--- src/rtl/fir_tdm_pkg.sv ---
`default_nettype none
// ============================================================================
//  Module      : fir_tdm_pkg
//  Description : Shared types and elaboration-time helpers for the
//                time-multiplexed multi-channel FIR filter.
//  Revision    : 1.0 - initial release
// ============================================================================
package fir_tdm_pkg;

    // Controller states; the encoding is fixed so debug probes decode it.
    typedef enum logic [1:0] {
        IDLE = 2'd0,
        MAC  = 2'd1,
        OUT  = 2'd2
    } state_t;

    // Accumulator wide enough for N_TAPS full-scale products with no overflow.
    function automatic int acc_width(int dw, int cw, int n_taps);
        return dw + cw + $clog2(n_taps);
    endfunction

    // Tap address width; never narrower than one bit.
    function automatic int addr_width(int n_taps);
        return (n_taps > 1) ? $clog2(n_taps) : 1;
    endfunction

    // Reset value of coef[0]: unity gain (2^shift), clamped to the largest
    // positive coefficient when unity is not representable.
    function automatic logic [63:0] reset_coef(int cw, int shift);
        if (shift >= cw - 1)
            return (64'd1 << (cw - 1)) - 64'd1;
        else
            return 64'd1 << shift;
    endfunction

endpackage
`default_nettype wire

--- src/rtl/fir_tdm_filter_mac.sv ---
`default_nettype none
// ============================================================================
//  Module      : fir_tdm_mac
//  Description : Registered signed multiply-accumulate with synchronous clear,
//                followed by a combinational round-half-up / saturate stage.
//  Revision    : 1.0 - initial release
// ============================================================================
module fir_tdm_mac #(
    parameter int DW    = 12,
    parameter int CW    = 16,
    parameter int AW    = 32,
    parameter int SHIFT = 15
) (
    input  logic                 clk,
    input  logic                 rst,
    input  logic                 clr,
    input  logic                 en,
    input  logic signed [DW-1:0] sample,
    input  logic signed [CW-1:0] coef,
    output logic signed [DW-1:0] result
);
    localparam int c_pw = DW + CW;
    // One guard bit so adding the rounding constant can never wrap.
    localparam int c_rw = AW + 1;
    localparam logic signed [c_rw-1:0] c_half = (SHIFT > 0) ? (c_rw'(1) << (SHIFT - 1)) : '0;
    localparam logic signed [c_rw-1:0] c_max  = c_rw'(2 ** (DW - 1) - 1);
    localparam logic signed [c_rw-1:0] c_min  = c_rw'(-(2 ** (DW - 1)));

    logic signed [AW-1:0]   r_acc;
    logic signed [c_pw-1:0] w_prod;
    logic signed [c_rw-1:0] w_rnd;
    logic signed [c_rw-1:0] w_shr;

    assign w_prod = c_pw'(sample) * c_pw'(coef);
    assign w_rnd  = c_rw'(r_acc) + c_half;
    assign w_shr  = w_rnd >>> SHIFT;

    // Accumulate one product per enabled cycle; clear wins over enable.
    always_ff @(posedge clk) begin
        if (rst || clr)
            r_acc <= '0;
        else if (en)
            r_acc <= r_acc + AW'(w_prod);
    end

    // Clamp the rounded, scaled accumulator into the output sample range.
    always_comb begin
        result = w_shr[DW-1:0];
        if (w_shr > c_max)
            result = DW'(c_max);
        else if (w_shr < c_min)
            result = DW'(c_min);
    end

endmodule
`default_nettype wire

--- src/rtl/fir_tdm_filter.sv ---
`default_nettype none
// ============================================================================
//  Module      : fir_tdm_filter
//  Description : N_CH-channel FIR filter sharing one MAC in time. Per-channel
//                delay lines, run-time coefficient writes, bypass mode,
//                sticky overrun / coefficient-error flags.
//  Revision    : 1.0 - initial release
// ============================================================================
module fir_tdm_filter
    import fir_tdm_pkg::*;
#(
    parameter int N_CH   = 2,
    parameter int N_TAPS = 16,
    parameter int DW     = 12,
    parameter int CW     = 16,
    parameter int SHIFT  = 15
) (
    input  logic                          clk,
    input  logic                          rst,
    input  logic                          din_valid,
    input  logic [N_CH*DW-1:0]            din,
    input  logic                          mode,
    input  logic                          coef_we,
    input  logic [addr_width(N_TAPS)-1:0] coef_addr,
    input  logic [CW-1:0]                 coef_wdata,
    output logic                          busy,
    output logic                          dout_valid,
    output logic [N_CH*DW-1:0]            dout,
    output logic                          overrun,
    output logic                          coef_err
);
    localparam int c_aw   = addr_width(N_TAPS);
    localparam int c_chw  = (N_CH > 1) ? $clog2(N_CH) : 1;
    localparam int c_accw = acc_width(DW, CW, N_TAPS);
    localparam logic signed [CW-1:0] c_coef_rst = CW'(reset_coef(CW, SHIFT));
    localparam logic [c_aw-1:0]      c_last_tap = c_aw'(N_TAPS - 1);
    localparam logic [c_chw-1:0]     c_last_ch  = c_chw'(N_CH - 1);

    state_t r_state;
    state_t w_state_nxt;

    logic signed [DW-1:0] r_hist  [N_CH][N_TAPS];
    logic signed [CW-1:0] r_coef  [N_TAPS];
    logic signed [DW-1:0] r_stage [N_CH];
    logic [c_chw-1:0]     r_ch;
    logic [c_aw-1:0]      r_tap;
    logic                 r_busy;
    logic                 r_dout_valid;
    logic [N_CH*DW-1:0]   r_dout;
    logic                 r_overrun;
    logic                 r_coef_err;

    logic                 w_accept;
    logic                 w_start;
    logic                 w_last_tap;
    logic                 w_last_ch;
    logic                 w_acc_clr;
    logic                 w_acc_en;
    logic signed [DW-1:0] w_mac_sample;
    logic signed [CW-1:0] w_mac_coef;
    logic signed [DW-1:0] w_result;

    // A strobe is only taken in IDLE; any other cycle (including the final
    // OUT cycle) counts as busy and the sample is dropped.
    assign w_accept     = din_valid && (r_state == IDLE) && !r_busy;
    assign w_start      = w_accept && !mode;
    assign w_last_tap   = (r_tap == c_last_tap);
    assign w_last_ch    = (r_ch == c_last_ch);
    assign w_mac_sample = r_hist[r_ch][r_tap];
    assign w_mac_coef   = r_coef[r_tap];

    assign busy       = r_busy;
    assign dout_valid = r_dout_valid;
    assign dout       = r_dout;
    assign overrun    = r_overrun;
    assign coef_err   = r_coef_err;

    fir_tdm_mac #(
        .DW    (DW),
        .CW    (CW),
        .AW    (c_accw),
        .SHIFT (SHIFT)
    ) u_mac (
        .clk    (clk),
        .rst    (rst),
        .clr    (w_acc_clr),
        .en     (w_acc_en),
        .sample (w_mac_sample),
        .coef   (w_mac_coef),
        .result (w_result)
    );

    // State register.
    always_ff @(posedge clk) begin
        if (rst)
            r_state <= IDLE;
        else
            r_state <= w_state_nxt;
    end

    // Next state and MAC control; the accumulator is held clear outside MAC.
    always_comb begin
        w_state_nxt = r_state;
        w_acc_clr   = 1'b0;
        w_acc_en    = 1'b0;
        case (r_state)
            IDLE: begin
                w_acc_clr = 1'b1;
                if (w_start)
                    w_state_nxt = MAC;
            end
            MAC: begin
                w_acc_en = 1'b1;
                if (w_last_tap)
                    w_state_nxt = OUT;
            end
            OUT: begin
                w_acc_clr   = 1'b1;
                w_state_nxt = w_last_ch ? IDLE : MAC;
            end
            default: w_state_nxt = IDLE;
        endcase
    end

    // Delay lines, coefficients, channel/tap counters, outputs and flags.
    always_ff @(posedge clk) begin
        if (rst) begin
            for (int c = 0; c < N_CH; c++) begin
                for (int k = 0; k < N_TAPS; k++)
                    r_hist[c][k] <= '0;
                r_stage[c] <= '0;
            end
            for (int k = 0; k < N_TAPS; k++)
                r_coef[k] <= (k == 0) ? c_coef_rst : '0;
            r_ch         <= '0;
            r_tap        <= '0;
            r_busy       <= 1'b0;
            r_dout_valid <= 1'b0;
            r_dout       <= '0;
            r_overrun    <= 1'b0;
            r_coef_err   <= 1'b0;
        end else begin
            r_dout_valid <= 1'b0;

            if (w_accept) begin
                for (int c = 0; c < N_CH; c++) begin
                    for (int k = N_TAPS - 1; k > 0; k--)
                        r_hist[c][k] <= r_hist[c][k-1];
                    r_hist[c][0] <= din[c*DW +: DW];
                end
                if (mode) begin
                    r_dout       <= din;
                    r_dout_valid <= 1'b1;
                end else begin
                    r_ch   <= '0;
                    r_tap  <= '0;
                    r_busy <= 1'b1;
                end
            end else if (din_valid) begin
                r_overrun <= 1'b1;
            end

            // Writes land on this edge, so a same-cycle sample already sees them.
            if (coef_we) begin
                if ((r_state == IDLE) && !r_busy && (coef_addr <= c_last_tap))
                    r_coef[coef_addr] <= coef_wdata;
                else
                    r_coef_err <= 1'b1;
            end

            case (r_state)
                MAC: begin
                    if (!w_last_tap)
                        r_tap <= r_tap + c_aw'(1);
                end
                OUT: begin
                    if (w_last_ch) begin
                        // Publish every channel at once from the staged results.
                        for (int c = 0; c < N_CH; c++)
                            r_dout[c*DW +: DW] <= (c_chw'(c) == r_ch) ? w_result : r_stage[c];
                        r_dout_valid <= 1'b1;
                        r_busy       <= 1'b0;
                    end else begin
                        r_stage[r_ch] <= w_result;
                        r_ch          <= r_ch + c_chw'(1);
                        r_tap         <= '0;
                    end
                end
                default: ;
            endcase
        end
    end

endmodule
`default_nettype wire

--- config.mk ---
export PLATFORM = sky130hd
export DESIGN_NAME = fir_tdm_filter
export DESIGN_NICKNAME = d
export VERILOG_FILES = /design/src/rtl/fir_tdm_pkg.sv /design/src/rtl/fir_tdm_filter_mac.sv /design/src/rtl/fir_tdm_filter.sv
export SDC_FILE = /design/constraint.sdc
export NUM_CORES = 2
export LEC_CHECK = 0
export ABC_CLOCK_PERIOD_IN_PS = 31300
export BUFFER_PORTS_ARGS = -buffer_cell sky130_fd_sc_hd__buf_4
export CORE_MARGIN = 2
export CORE_UTILIZATION = 50
export CTS_BUF_LIST = sky130_fd_sc_hd__clkbuf_4 sky130_fd_sc_hd__clkbuf_8
export CTS_CLUSTER_DIAMETER = 30
export DETAILED_ROUTE_END_ITERATION = 8
export HOLD_SLACK_MARGIN = 0.06
export MAX_ROUTING_LAYER = met4
export PLACE_DENSITY = 0.7
export REMOVE_ABC_BUFFERS = 1
export SYNTH_ARGS = -nofsm -noshare
export SYNTH_HDL_FRONTEND = slang
export SYNTH_SLANG_ARGS = --single-unit
--- constraint.sdc ---
create_clock -name clk -period 31.3 [get_ports clk]
set_input_delay 4.695 -clock clk [delete_from_list [all_inputs] [get_ports clk]]
set_output_delay 4.695 -clock clk [all_outputs]
set_load 0.03 [all_outputs]
# --- Word-level counts from Yosys, hierarchy flattened ---
# Memory sizes are Yosys's and may differ from the RTL's. A register that Yosys moved wholly into a read port is not among the register bits.
# Index checks and enable logic that the tools add are counted.
word_totals:
  register_bits: 67
  latchBits: 0
  mem_bits_rw: 664
  rom_bits: 0
  input_bits: 49
  output_inout_bits: 28
  wordCells: 161
  memories: 3
mem_list:
  columns: ["name", "depth", "word_bits", "rd", "rd_ports_with_merged_regs", "write_ports", "line_no", "text"]
  rows:
  - ["r_hist", 2, 192, 3, 1, 2, "fir_tdm_filter.sv:42", "logic signed [DW-1:0] r_hist [N_CH][N_TAPS];"]
  - ["r_coef", 16, 16, 1, 1, 16, "fir_tdm_filter.sv:43", "logic signed [CW-1:0] r_coef [N_TAPS];"]
  - ["r_stage", 2, 12, 1, 0, 2, "fir_tdm_filter.sv:44", "logic signed [DW-1:0] r_stage [N_CH];"]
classes:
  n_addsub: 4
  n_mul: 1
  div: 0
  magnitude_cmp: 4
  n_eq_ne: 5
  n_shift: 0
  n_mux: 85
  bitwise: 35
  reduce_logical: 15
ops:
  columns: ["cell", "n"]
  rows:
  - ["two-way mux 12 bit", 37]
  - ["two-way mux 24 bit", 4]
  - ["binary-select mux 12 bit (select 4 bit)", 1]
  - ["adder 32 x 16 -> 33 bit (second input constant)", 1]
  - ["adder 32 x 28 -> 32 bit", 1]
  - ["two-way mux 1 bit", 32]
  - ["OR 1 bit", 32]
  - ["multiplier 12 x 16 -> 28 bit", 1]
  - ["two-way mux 4 bit", 6]
  - ["> comparator 18 x 12 -> 1 bit (second input constant)", 1]
  - ["< comparator 18 x 12 -> 1 bit (second input constant)", 1]
  - ["two-way mux 16 bit", 1]
  - ["OR reduction 16 bit", 1]
  - ["OR reduction 12 bit", 1]
  - ["one-hot mux 4 bit (2 select lines)", 1]
  - ["one-hot mux 2 bit (3 select lines)", 1]
  - ["AND reduction 2 bit", 3]
  - [">= comparator 5 bit (second input constant)", 1]
  - ["logical AND 1 bit", 5]
  - ["inverter 4 -> 5 bit", 1]
  - ["adder 4 x 1 -> 4 bit (second input constant)", 1]
  - ["== test 4 bit (second input constant)", 1]
  - ["<= comparator 4 bit (second input constant)", 1]
  - ["two-way mux 2 bit", 2]
  - ["9 further kinds", 12]

# --- Longest topological paths before layout ---
logic_depth:
  depth_word: 9
  mapped_depth: 30
  depth_no_buf: 25

# --- Cells and area by module ---
# From an unflattened synthesis, not the netlist that was laid out.
unflattened:
  hier_cells: 3187
  area_unflattened_um2: 40839.2
modules_own_cells:
  columns: ["module", "instances", "cells_each", "area_each_um2", "seq_area_each_um2"]
  rows:
  - ["fir_tdm_filter", 1, 2138, 31121.1, 20159.3]
  - ["fir_tdm_mac", 1, 1049, 9718.1, 640.6]

# --- Worst setup path after synthesis ---
# OpenSTA, ideal clock, no wires.
synth_timing:
  path_type: "input-to-reg"
  from: "input port rst"
  to: "memory r_hist[0][0] (netlist name) (enable)"
  arrival_time_ns: 14.083
  t_required_ns: 30.497
  path_slack_ns: 16.414
  cell_stages: 3
  cell_sequence: "clkbuf_1 clkbuf_1 nand2b_1"
synth_rtl:
  columns: ["element", "line_no", "text"]
  rows:
  - ["from (decl)", "fir_tdm_filter.sv:19", "input logic rst,"]
  - ["to (decl)", "fir_tdm_filter.sv:42", null]

==> run summary <==
### Clock tree
• **CTS tree** yes
• **root cell of the clock tree** clkbuf_8
• **H-tree depth reported by CTS** 4
• **Num CTS Buffers** 156
• **# clock sinks** 719
• **source-to-sink clock delay at the later pin of the worst-skew pair** 0.82 ns
• **clock-pin transition on the worst setup and hold timing paths** 0.05 ns
• **Clock Path Buffers** 3
• **cts hold-fix bufs** 0
• **cts repair resizes** 0
• **number of buffers added for setup after CTS** 0

### Timing
• **worst rel slew slack** 15.9%
• **number of slew-limit violations in the final report** 0
• **slew at the pin closest to its max-slew limit** 1.26 ns
• **endpoints failing hold** 0
• **post-layout min period** 9.46 ns
• **worst-case setup margin in the final layout** 21.84 ns
• **summed negative setup slack over all endpoints** 0 ns
• **share of the clock period used by the worst path** 30.2%
• **Layout Skew** 0.0521 ns
• **number of endpoints failing setup at the final stage** 0
• **Max Fclk** 106 MHz
• **setup repair after global routing missed its margin** no

### Finish
• **Multi-input gate area** 18300 µm²
• **post-synthesis to final-layout area growth** 12.3%
• **share of layout cells above drive strength 1** 19.5%
• **FF/Latch Area** 20800 µm²
• **post-layout net count** 3440
• **fill cell total of the finished layout** 6323

### Floorplan
• **starting density of the core** 50.6%
• **num rows** 104
• **die area** 83800 µm²
• **core area** 80500 µm²
• **width of the die** 289 µm
• **floorplan die height** 289 µm
• **num ports** 77

### Detailed routing
• **DRC marker count from the first detailed-route iteration** 1872
• **DRT antenna net count** 0
• **WL per Instance** 21.5 µm
• **Routed Wire Length** 91700 µm
• **detailed-route via count** 24115
• **first-pass iteration count of the detailed router** 8
• **DRC violations left** 0
• **vias per inst** 5.65

### Yosys
• **syn avg cell area** 13.6 µm²
• **commonest cells in the synthesized netlist** edfxtp_1 (640), and2_1 (624), fa_1 (223), inv_1 (204), mux4_2 (197)
• **number of flops mapped to enable cells by yosys** 640
• **most common flop cell mapped by yosys** edfxtp_1
• **synthesized flop and latch total** 719
• **ys async rst share** 0%
• **area share of the largest cell type after synthesis** 47.2%
• **cell with the most instances after synthesis** edfxtp_1
• **netlist area before placement** 40700 µm²
• **fraction of the yosys area taken by sequential cells** 51.1%
• **post-synthesis cell type with the largest combined area** edfxtp_1
• **yosys synthesis warning count** 0
• **synthesized netlist cell count** 2998
• **distinct cell type count of the synthesized netlist** 64
• **main area contributors after synthesis** edfxtp_1 (47%), fa_1 (11%), mux4_2 (11%), and2_1 (9.6%), dfxtp_1 (3.9%)

### Setup path
• **Crit Path Class** flip-flop to flip-flop
• **endpoint kind of the worst setup timing path** flip-flop
• **Worst path most repeated cell** fa_1
• **Worst path max stage delay** 0.72 ns
• **RR Startpoint** r_ch
• **end point of the critical path** u_mac.r_acc[26]
• **CP Launch Type** flip-flop
• **cell family contributing the most delay on the critical path** adder cells
• **buffering stage count on the worst path with inverters included** 4
• **Worst Setup SP** r_ch
• **WP data required** 31.99 ns
• **worst reg-to-reg setup slack** 21.84 ns
• **Critical Path Slowest Stage Cell** buf_4
• **end of the worst register-to-register path** u_mac.r_acc[26]
• **arrival time worst endpoint** 10.15 ns
• **CP max FO** 40
• **total number of cells along the worst setup path** 22
• **number of cells traversed by the worst register-to-register path** 22
• **cell-by-cell listing of the critical path** buf_4 > buf_4 > mux4_2 > mux4_2 > mux2i_2 > buf_4 > nand2b_1 > fa_1 > inv_1 > fa_1 > fa_1 > fa_1 > fa_1 > ha_1 > ha_1 > nand2_1 > nor3_1 > a21oi_1 > a31oi_1 > o21ai_0 > a21bo_2 > a32o_1

### Global routing
• **remaining global-route overflow** 0
• **wire length of the first global-routing pass** 146000 µm
• **number of global-route vias before repair** 25708
• **maximum number of pins on one net before global-route repair** 168
• **total track usage** 23.5%
• **initial antenna violation count** 1

### Status
• **outcome** finished clean

### Worst hold path
• **worst hold stages** 2
• **worst hold-check path type** flip-flop to flip-flop

### Run
• **count of maximum capacitance violations** 0

### Placement
• **worst setup slack after placement** 21.26 ns
• **placed wire-length estimate after detailed placement** 59400 µm
• **gp weighted congestion** 0.881
• **count of port buffers added during placement** 76

cell usage in the layout, fill, tap and decap left out, types with 11 or more instances in the layout:
| master | n |
|---|---|
| a211oi_1 | 25 |
| a21o_1 | 12 |
| a21oi_1 | 64 |
| a311oi_1 | 14 |
| and2_1 | 624 |
| and3_1 | 21 |
| buf_4 | 111 |
| bufinv_16 | 24 |
| clkbuf_4 | 31 |
| clkbuf_8 | 168 |
| clkinv_1 | 19 |
| clkinv_2 | 20 |
| clkinvlp_4 | 13 |
| dfxtp_1 | 75 |
| edfxtp_1 | 640 |
| fa_1 | 223 |
| ha_1 | 89 |
| inv_1 | 204 |
| mux2i_1 | 23 |
| mux4_2 | 197 |
| nand2_1 | 159 |
| nand2b_1 | 42 |
| nand3_1 | 28 |
| nand4_1 | 11 |
| nor2_1 | 97 |
| nor2b_1 | 66 |
| nor3_1 | 16 |
| o21ai_0 | 29 |
| or2_2 | 19 |
| xnor2_1 | 27 |
| xor2_1 | 17 |
metal layers:
layer	GRT usage, %	share of wire, %
met5	-	0
met4	7.42	2.5
met3	4.27	6.4
met2	37.3	49
met1	30.9	42
cell type report:
type                            count  area share (%)
Antenna cell                        1         0.00547
Clock buffer                      199            5.56
Clock inverter                     88            2.51
Inverter                          207            1.70
Multi-Input combinational cell   1884            40.0
Sequential cell                   719            45.5
Tap cell                         1060            2.90
Timing Repair Buffer              111            1.82
sequential cells by signal, indices dropped and copies added, names as in the netlist:
register / cells
r_hist: 384
busy: 1
dout_valid: 1
coef_err: 1
r_ch: 1
u_mac.r_acc: 32
dout: 24
r_tap: 4
overrun: 1
r_stage: 12
r_coef: 256
r_state: 2
how the worst min path moves through the flow:
| stage | start | to | slack [ns] |
|---|---|---|---|
| 6_report | r_hist[1][6] | r_hist[1][6] | 0.45 |
| 3_5_place_dp | r_hist[1][0] | r_hist[1][0] | 0.45 |
| 4_1_cts | r_hist[1][0] | r_hist[1][0] | 0.46 |
| 2_1_floorplan | u_mac.r_acc[12] | u_mac.r_acc[12] | 0.43 |
| 3_3_place_gp | r_hist[1][5] | r_hist[1][5] | 0.44 |
| 5_1_grt | r_hist[1][6] | r_hist[1][6] | 0.48 |
metrics by stage:
step                      std cells  utilization (%)  instance area [µm²]  hold WS [ns]
after global routing           4269             56.8                45800         0.478
after CTS                      4268             56.8                45700         0.455
final                          4269             56.8                45800         0.454
after global placement         3981             52.2                42100         0.440
after floorplan                2810                -                39800         0.425
after detailed placement       3981             52.2                42100         0.447
worst reg2reg max path, delay by kind of cell, from the launching register on:
kind            cells  cell delay [ns]
simple gates        3             0.59
fa+ha+maj           7             3.14
buf+inv             4             2.31
mux                 3             1.27
flops               1             0.66
compound gates      5             1.41
kinds of logic (layout without fill, tap and decap cells):
family                     after synthesis  after routing  share of synthesized area, %
and+or+nand+nor                       1105           1105                          15.3
DFF                                    719            719                          51.1
buffers and inverters                  395            605                          4.07
adders and majority gates              312            312                          13.7
muxes                                  233            233                          11.9
AOI/OAI and AO/OA                      190            190                          2.99
xor gates and xnor gates                44             44                         0.946
other                                    0              1                             0
Power is not shown: default switching activity piles up to over one toggle a cycle in this logic, so the estimate is an artifact.
